$ cat src/rtl/mux2_rr_arbiter_pkg.sv
// Shared types and sizing helpers for the two-requester round-robin mux arbiter.
package mux2_rr_arbiter_pkg;

    typedef enum logic [1:0] {
        IDLE   = 2'd0,
        GRANT0 = 2'd1,
        GRANT1 = 2'd2
    } arb_state_t;

    function automatic int cnt_w(input int burst);
        return $clog2(burst) + 1;
    endfunction

endpackage

$ cat src/rtl/mux2_rr_arbiter_if.sv
// Stream bundle for the arbiter: two producer ports, one consumer port, mux select.
interface mux2_rr_arbiter_if #(
    parameter int WIDTH = 8
);
    logic             in0_valid;
    logic [WIDTH-1:0] in0_data;
    logic             in0_ready;
    logic             in1_valid;
    logic [WIDTH-1:0] in1_data;
    logic             in1_ready;
    logic             out_valid;
    logic [WIDTH-1:0] out_data;
    logic             out_ready;
    logic             sel;

    modport master (
        output in0_valid, in0_data, in1_valid, in1_data, out_ready,
        input  in0_ready, in1_ready, out_valid, out_data, sel
    );

    modport slave (
        input  in0_valid, in0_data, in1_valid, in1_data, out_ready,
        output in0_ready, in1_ready, out_valid, out_data, sel
    );
endinterface

$ cat src/rtl/mux2_rr_fsm.sv
// Grant state machine: tracks owner, last winner and burst length; drives mux select.
module mux2_rr_fsm
    import mux2_rr_arbiter_pkg::*;
#(
    parameter int BURST = 4
) (
    input  logic       clk,
    input  logic       rst_n,
    input  logic       v0,
    input  logic       v1,
    input  logic       acc0,
    input  logic       acc1,
    output logic [1:0] grant,
    output logic       sel
);
    localparam int CW = cnt_w(BURST);
    localparam logic [CW-1:0] CMAX = CW'(BURST - 1);

    arb_state_t    state, state_n;
    logic          last, last_n;
    logic [CW-1:0] cnt, cnt_n;
    logic          sel_n;
    logic          cur, cur_v, oth_v, cur_acc;
    logic          rel_a, rel_b;

    always_ff @(posedge clk or negedge rst_n) begin
        if (!rst_n) begin
            state <= IDLE;
            last  <= 1'b1;
            cnt   <= '0;
            sel   <= 1'b0;
        end else begin
            state <= state_n;
            last  <= last_n;
            cnt   <= cnt_n;
            sel   <= sel_n;
        end
    end

    assign cur     = (state == GRANT1);
    assign cur_v   = cur ? v1 : v0;
    assign oth_v   = cur ? v0 : v1;
    assign cur_acc = cur ? acc1 : acc0;

    always_comb begin
        state_n = state;
        last_n  = last;
        cnt_n   = cnt;
        sel_n   = sel;
        rel_a   = 1'b0;
        rel_b   = 1'b0;
        unique case (state)
            IDLE: begin
                if (v0 || v1) begin
                    sel_n   = (v0 && v1) ? !last : v1;
                    state_n = sel_n ? GRANT1 : GRANT0;
                    cnt_n   = '0;
                end
            end
            GRANT0, GRANT1: begin
                if (cur_acc)
                    cnt_n = cnt + CW'(1);
                rel_a = cur_acc && (cnt == CMAX);
                rel_b = !cur_v;
                if (rel_a || rel_b) begin
                    last_n = cur;
                    if (oth_v) begin
                        state_n = cur ? GRANT0 : GRANT1;
                        sel_n   = !cur;
                        cnt_n   = '0;
                    end else if (rel_a) begin
                        // uncontended: keep the grant, restart the burst
                        cnt_n = '0;
                    end else begin
                        state_n = IDLE;
                    end
                end
            end
            default: state_n = IDLE;
        endcase
    end

    assign grant = {state == GRANT1, state == GRANT0};
endmodule

$ cat src/rtl/mux2_rr_arbiter.sv
// Round-robin shared 2:1 mux with a single-entry registered output stage.
module mux2_rr_arbiter
    import mux2_rr_arbiter_pkg::*;
#(
    parameter int WIDTH = 8,
    parameter int BURST = 4
) (
    input logic           clk,
    input logic           rst_n,
    mux2_rr_arbiter_if.slave bus
);
    logic [1:0]       grant;
    logic             sel;
    logic             free, acc0, acc1, load;
    logic [WIDTH-1:0] beat;
    logic             valid_q;
    logic [WIDTH-1:0] data_q;

    mux2_rr_fsm #(.BURST(BURST)) u_fsm (
        .clk   (clk),
        .rst_n (rst_n),
        .v0    (bus.in0_valid),
        .v1    (bus.in1_valid),
        .acc0  (acc0),
        .acc1  (acc1),
        .grant (grant),
        .sel   (sel)
    );

    assign free = !valid_q || bus.out_ready;
    assign bus.in0_ready = grant[0] && free;
    assign bus.in1_ready = grant[1] && free;
    assign acc0 = bus.in0_valid && bus.in0_ready;
    assign acc1 = bus.in1_valid && bus.in1_ready;
    assign load = acc0 || acc1;
    assign beat = sel ? bus.in1_data : bus.in0_data;

    always_ff @(posedge clk or negedge rst_n) begin
        if (!rst_n) begin
            valid_q <= 1'b0;
            data_q  <= '0;
        end else if (load) begin
            valid_q <= 1'b1;
            data_q  <= beat;
        end else if (bus.out_ready) begin
            valid_q <= 1'b0;
        end
    end

    assign bus.out_valid = valid_q;
    assign bus.out_data  = data_q;
    assign bus.sel       = sel;
endmodule

$ cat src/flat_wrapper.sv
// flat-port wrapper written by rule: the top's interface ports become plain ports
module mux2_rr_arbiter_flat import mux2_rr_arbiter_pkg::*;
#(
    parameter int WIDTH = 8,
    parameter int BURST = 4
)
  (clk, rst_n, bus_in0_valid, bus_in0_data, bus_in1_valid, bus_in1_data, bus_out_ready, bus_in0_ready, bus_in1_ready, bus_out_valid, bus_out_data, bus_sel);
  mux2_rr_arbiter_if #(.WIDTH(WIDTH)) bus_i ();
  input logic clk;
  input logic rst_n;
  input wire logic [$bits(bus_i.in0_valid)-1:0] bus_in0_valid;
  input wire logic [$bits(bus_i.in0_data)-1:0] bus_in0_data;
  input wire logic [$bits(bus_i.in1_valid)-1:0] bus_in1_valid;
  input wire logic [$bits(bus_i.in1_data)-1:0] bus_in1_data;
  input wire logic [$bits(bus_i.out_ready)-1:0] bus_out_ready;
  output wire logic [$bits(bus_i.in0_ready)-1:0] bus_in0_ready;
  output wire logic [$bits(bus_i.in1_ready)-1:0] bus_in1_ready;
  output wire logic [$bits(bus_i.out_valid)-1:0] bus_out_valid;
  output wire logic [$bits(bus_i.out_data)-1:0] bus_out_data;
  output wire logic [$bits(bus_i.sel)-1:0] bus_sel;
  assign bus_i.in0_valid = bus_in0_valid;
  assign bus_i.in0_data = bus_in0_data;
  assign bus_i.in1_valid = bus_in1_valid;
  assign bus_i.in1_data = bus_in1_data;
  assign bus_i.out_ready = bus_out_ready;
  assign bus_in0_ready = bus_i.in0_ready;
  assign bus_in1_ready = bus_i.in1_ready;
  assign bus_out_valid = bus_i.out_valid;
  assign bus_out_data = bus_i.out_data;
  assign bus_sel = bus_i.sel;
  mux2_rr_arbiter #(.WIDTH(WIDTH), .BURST(BURST)) u_core (.clk(clk), .rst_n(rst_n), .bus(bus_i));
endmodule
$ cat config.mk
export PLATFORM = sky130hd
export DESIGN_NAME = mux2_rr_arbiter_flat
export DESIGN_NICKNAME = d
export VERILOG_FILES = /design/src/rtl/mux2_rr_arbiter_pkg.sv /design/src/rtl/mux2_rr_arbiter_if.sv /design/src/rtl/mux2_rr_fsm.sv /design/src/rtl/mux2_rr_arbiter.sv /design/src/flat_wrapper.sv
export SDC_FILE = /design/constraint.sdc
export NUM_CORES = 1
export LEC_CHECK = 0
export CAP_MARGIN = 20
export CORE_MARGIN = 4
export CORE_UTILIZATION = 31
export CTS_BUF_LIST = sky130_fd_sc_hd__clkbuf_16
export DETAILED_ROUTE_END_ITERATION = 8
export GPL_ROUTABILITY_DRIVEN = 0
export PLACE_DENSITY_LB_ADDON = 0.3
export SLEW_MARGIN = 20
export SYNTH_ARGS = -nofsm -noshare
export SYNTH_HDL_FRONTEND = slang
export SYNTH_HIERARCHICAL = 1
export SYNTH_SLANG_ARGS = --single-unit
$ cat constraint.sdc
create_clock -name clk -period 3.28 [get_ports clk]
set_input_delay 0.82 -clock clk [delete_from_list [all_inputs] [get_ports clk]]
set_output_delay 0.82 -clock clk [all_outputs]
set_load 0.02 [all_outputs]
# After elaboration in Yosys (flattened, before gate mapping)
# Index checks and enable logic that the tools add are counted.
# word_totals
word_cells	60
in_bits	21
memories	0
output_inout_bits	12
romBits	0
ramBits	0
ff_bits	16
latch_bits	0
# op_classes
div	0
order_cmp	0
multipliers	0
bitwise	0
n_eq_ne	7
n_reduce_logical	22
shifts	0
addsub	1
mux	24
# op_table
operator	n
$mux W3	5
$mux W2	6
$mux W1	9
$mux W8	1
$logic_and A1 B1 Y1	6
$ne A2 B2 Y1 const B	3
$pmux W3 S2	1
$logic_not A1 Y1	4
$logic_or A1 B1 Y1	4
$pmux W2 S2	1
$reduce_and A2 Y1	2
$reduce_and A4 Y1	1
$reduce_bool A2 Y1	2
$add A3 B1 Y3 const B	1
$eq A3 B2 Y1 const B	1
$ne A3 B3 Y1 const B	1
$reduce_and A3 Y1	1
$eq A2 B1 Y1 const B	1
$eq A2 B2 Y1 const B	1
$logic_not A2 Y1	1
$pmux W1 S2	1
$reduce_or A2 Y1	1

# Longest topological paths before layout
# Gate-level depths: netlist (run 1).
# logic_depth
ltp_word	10
depth_mapped	9
ltp_nobuf	8

# Cells and area by module
# Netlist (run 1), hierarchy kept.
# modules_own_cells
module	area_per_inst_um2	seq_area_each_um2	cells_each	n_inst
mux2_rr_fsm	595.6	176.4	64	1
mux2_rr_arbiter	516.7	225.2	35	1

# Least setup slack after synthesis (run 1)
# OpenSTA, ideal clock, no wires.
# synth_path
kind	input port to flip-flop
startpoint	in bus_out_ready
endpoint	reg u_core.u_fsm.state[0]
t_required_ns	3.158
cell_stages	6
path_buffers	0
setup_time_ns	0.122
setup_slack_ns	1.205
arrival_ns	1.954
path_cell_list	nor2b_4 > nor2_1 > mux2_4 > a21o_1 > o22a_1 > a32o_1
# synth_via
elab_chain_cells	8
word_cells_on_any_way	11
classes_between	eq/ne: 2; mux: 1; reduce/logical: 8
# synth_lines
item	line	source
start, declared	flat_wrapper.sv:15	input wire logic [$bits(bus_i.out_ready)-1:0] bus_out_ready;
$logic_or A1 B1 Y1 (*)	mux2_rr_arbiter.sv:30	assign free = !valid_q || bus.out_ready;
$logic_and A1 B1 Y1 (*)	mux2_rr_arbiter.sv:31	assign bus.in0_ready = grant[0] && free;
$logic_and A1 B1 Y1 (*)	mux2_rr_arbiter.sv:33	assign acc0 = bus.in0_valid && bus.in0_ready;
via u_core.acc0	mux2_rr_arbiter.sv:14	logic free, acc0, acc1, load;
$mux W1 (*)	mux2_rr_fsm.sv:43	assign cur_acc = cur ? acc1 : acc0;
$logic_and A1 B1 Y1 (*)	mux2_rr_fsm.sv:63	rel_a = cur_acc && (cnt == CMAX);
$logic_or A1 B1 Y1	mux2_rr_fsm.sv:65	if (rel_a || rel_b) begin
$ne A2 B2 Y1 (no source line)	--	
$reduce_and A3 Y1 (no source line) (*)	--	
end signal, assigned	mux2_rr_fsm.sv:33	state <= state_n;
end, declared	mux2_rr_fsm.sv:19	arb_state_t state, state_n;
# The timed path passes the listed nets; every way through them passes the cells marked *.
# A chain may end at the register's enable or synchronous reset.

# Final worst setup path (run 1)
# layout_path
startpoint	in bus_out_ready
endpoint	out bus_in1_ready
# layout_via
elab_chain_cells	2
# layout_lines
item	line	source
$logic_or A1 B1 Y1	mux2_rr_arbiter.sv:30	
$logic_and A1 B1 Y1	mux2_rr_arbiter.sv:32	assign bus.in1_ready = grant[1] && free;
end, declared	flat_wrapper.sv:17	output wire logic [$bits(bus_i.in1_ready)-1:0] bus_in1_ready;
# Every way passes these cells.

==> summary.txt, run 1 <==
Floorplanning
  – Total die area: roughly 4600 µm²
  – Die H: 67.9 µm
  – Die width: between 60 and 70 µm
  – Core ar.: 3390 µm²
  – Initial cell density of the core: 32.8%
  – IO Pins: 33
  – Cell row count: 21

Power and ir drop
  – Pwr/cell area: 915 nW/µm²
  – Leakage: roughly 0.65 nW
  – Worst vdd ir: 0.344 mV

Status
  – Status: completed

Worst hold path
  – HP Class: flip-flop to flip-flop

Setup path
  – Critical path arrival: 2.12 ns
  – Crit Path Max Fanout: 6
  – Required time of the worst setup path: 2.46 ns
  – Setup crit end kind: primary output
  – Startpoint Class: input pin
  – WS Path Type: input pin to primary output

Final layout
  – Number of diodes: 0
  – Area grow syn2layout: 38.4%
  – Final instance area: roughly 1500 µm²
  – Fill count: 313
  – Final nets: 160
  – Ratio of cells with drive above 1 in the final layout: a little over a fifth

Global route
  – First-pass GRT wire length: a little over 4000 µm
  – Largest net degree at the start of global routing: 17
  – GRT Overall Usage: 11.7%
  – Initial antenna violation count: 0
  – GR Overflow Total: 0
  – Vias in the first global route: 903

Placement
  – DP HPWL: 1900 µm
  – Placed cell areas: 1460 µm²
  – IO Port Bufs: 32

Yosys
  – Synthesized cell area: around 1100 µm²
  – Share of the synthesized area in the top cell type: 33.7%
  – Syn_nets: 127
  – Synth area leader: dfrtp_1
  – Avg Cell Area, Syn: between 10 and 15 µm²
  – Top FF cell, synth: dfrtp_1
  – Synth cell types: 36
  – EDFF count, synth: 0
  – Synth top area cells: dfrtp_1 34%, mux2_4 13%, mux2_2 8.1%, ha_1 7.9%, nand2_1 3.4%
  – Part of the Yosys area used for sequential elements: 36.1%
  – YS warnings: 6
  – Async S/R FF share, synth: 100%
  – Seq cells post-synth: 16
  – Cell count after synthesis: between 90 and 100

Timing
  – Fin crit period: about 2.9 ns
  – Final setup violation count: 0
  – Max transition margin: 53.4%
  – Final Max Tran Viols: 0
  – Final Hold Vio Count: 0
  – Tightest Pin Transition: between 0.6 and 0.7 ns
  – RSZ-0062 raised after global routing: no
  – Fmax achieved: between 300 and 400 MHz
  – Fin Setup TNS: 0 ns
  – Fin Clk Skew: 0.00386 ns
  – Fin crit share: about 90%

Clock network
  – CTS Sinks: 16
  – TritonCTS clock tree: yes
  – Clock buffer depth: 2
  – H-Tree Depth: 1
  – Clock transition at the registers of the reported paths: approximately 0.050 ns
  – CTS root buffer: clkbuf_16
  – Skew-Pair Late Insertion Delay: 0.25 ns
  – Clock buffer count from CTS: 3
  – CTS Hold Bufs: 0
  – Setup bufs post-CTS: 0
  – Post-CTS sizing: 0

Detailed routing
  – Wire per inst: 13.7 µm
  – Drt drc: 0
  – Routed Antenna Nets: 0
  – DRT Pass-1 Iters: 4
  – Initial DRC count: 27
  – Vias/cell: 4.90
  – Vias: 868
  – Total wire length: ~2400 µm

Run
  – Max-cap violation count: 0
-- report_power, final --
part | internal [mW] | leakage, nW | switching, mW | total (mW)
clock network | 0.162 | 0.0385 | 0.0805 | 0.242
registers | 0.292 | 0.195 | 0.0548 | 0.347
logic | 0.425 | 0.419 | 0.394 | 0.819
-- synthesized netlist by cell type, types with 2 or more instances --
cell and n:
a211oi_1 2, a32o_1 2, buf_6 2, clkbuf_1 2
dfrtp_1 15, ha_1 7, inv_1 5, mux2_2 8
mux2_4 10, mux2i_1 3, nand2_1 10, nor2_1 7
nor2b_1 2, nor3b_1 2
-- state kept, by name (all words and copies together) (netlist names) --
| name | cells |
|---|---|
| u_core/u_fsm/sel | 1 |
| u_core/bus.out_valid | 1 |
| u_core/u_fsm/state | 2 |
| u_core/bus.out_data | 8 |
| u_core/u_fsm/last | 1 |
| u_core/u_fsm/cnt | 3 |
-- layout make-up --
cell class / count / area, µm² / share of cell area, %
multi-input combinational: 73 / 654 / 42.5
sequential: 16 / 402 / 26.1
inverter: 5 / 18.8 / 1.22
timing repair buffer: 33 / 328 / 21.3
clock buffer: 3 / 75.1 / 4.88
clock inverter: 1 / 3.75 / 0.244
tap: 46 / 57.6 / 3.74
-- per-layer routing --
| layer | up-vias | track usage, % | wire length (µm) |
|---|---|---|---|
| li1 | 422 | - | - |
| met4 | 0 | 5.96 | 28 |
| met3 | 3 | 2.13 | 70 |
| met1 | 425 | 13.4 | 921 |
| met2 | 18 | 20.8 | 1410 |
| met5 | - | 0 | 0 |
-- worst paths after layout --
| check | start | end | slack (ns) | cells past startpoint |
|---|---|---|---|---|
| max reg2reg | u_core/u_fsm/state[0] | u_core/u_fsm/cnt[0] | 1.10 | 8 |
| min reg2reg | u_core/bus.out_data[1] | u_core/bus.out_data[1] | 0.51 | 1 |
| max | bus_out_ready | bus_in1_ready | 0.34 | 4 |
| max in group asynchronous | rst_n | u_core/bus.out_data[7] | 1.84 | 1 |
| min in group asynchronous | rst_n | u_core/u_fsm/cnt[1] | 0.99 | 1 |
| min | u_core/bus.out_data[1] | u_core/bus.out_data[1] | 0.51 | 1 |
-- through the flow --
stage	total power, mW	hold WS [ns]	std cells	worst slack [ns]	util [%]
2_1_floorplan	0.924	0.490	99	1.20	-
3_3_place_gp	1.15	0.492	173	0.346	43.1
3_5_place_dp	1.17	0.495	173	0.321	43.1
4_1_cts	1.43	0.511	177	0.324	45.4
5_1_grt	1.52	0.529	177	0.264	45.4
6_report	1.41	0.508	177	0.338	45.4
-- worst max-delay path, cell delays in order --
cell and delay, ns:
clkdlybuf4s50_1 0.50, nor2b_4 0.07, nor2b_1 0.12, clkdlybuf4s50_1 0.61
-- cells in the final DEF, fill, tap and decap left out, types with 2 or more instances in the layout --
cell type / count
inv_1: 5
mux2i_1: 3
dfrtp_1: 15
ha_1: 7
nand2_1: 10
mux2_4: 10
clkbuf_16: 3
a32o_1: 2
nor3b_1: 2
clkdlybuf4s50_1: 32
mux2_2: 8
a211oi_1: 2
nor2_1: 7
nor2b_1: 2
-- kinds of logic (layout without fill, tap and decap cells) --
family	after synthesis	count (layout)	synth area share (%)
AO/OA/AOI/OAI	16	16	12.5
XOR/XNOR	1	1	0.788
adder cells (fa/ha/maj)	7	7	7.87
buffers and inverters	10	42	5.06
flip-flops	16	16	36.1
multiplexers	21	21	24.3
AND/OR/NAND/NOR	28	28	13.4
(Power assumes the default switching activity.)
==> run 2, diff against run 1 <==
- MAX_ROUTING_LAYER: unset -> met4
- SKIP_CTS_REPAIR_TIMING: unset -> 1
==> results of run 2 <==
No change in the layout: final DEF, timing and power equal those of run 1.
Among the figures that moved: overall routing resource usage 11.7% -> 12.1%
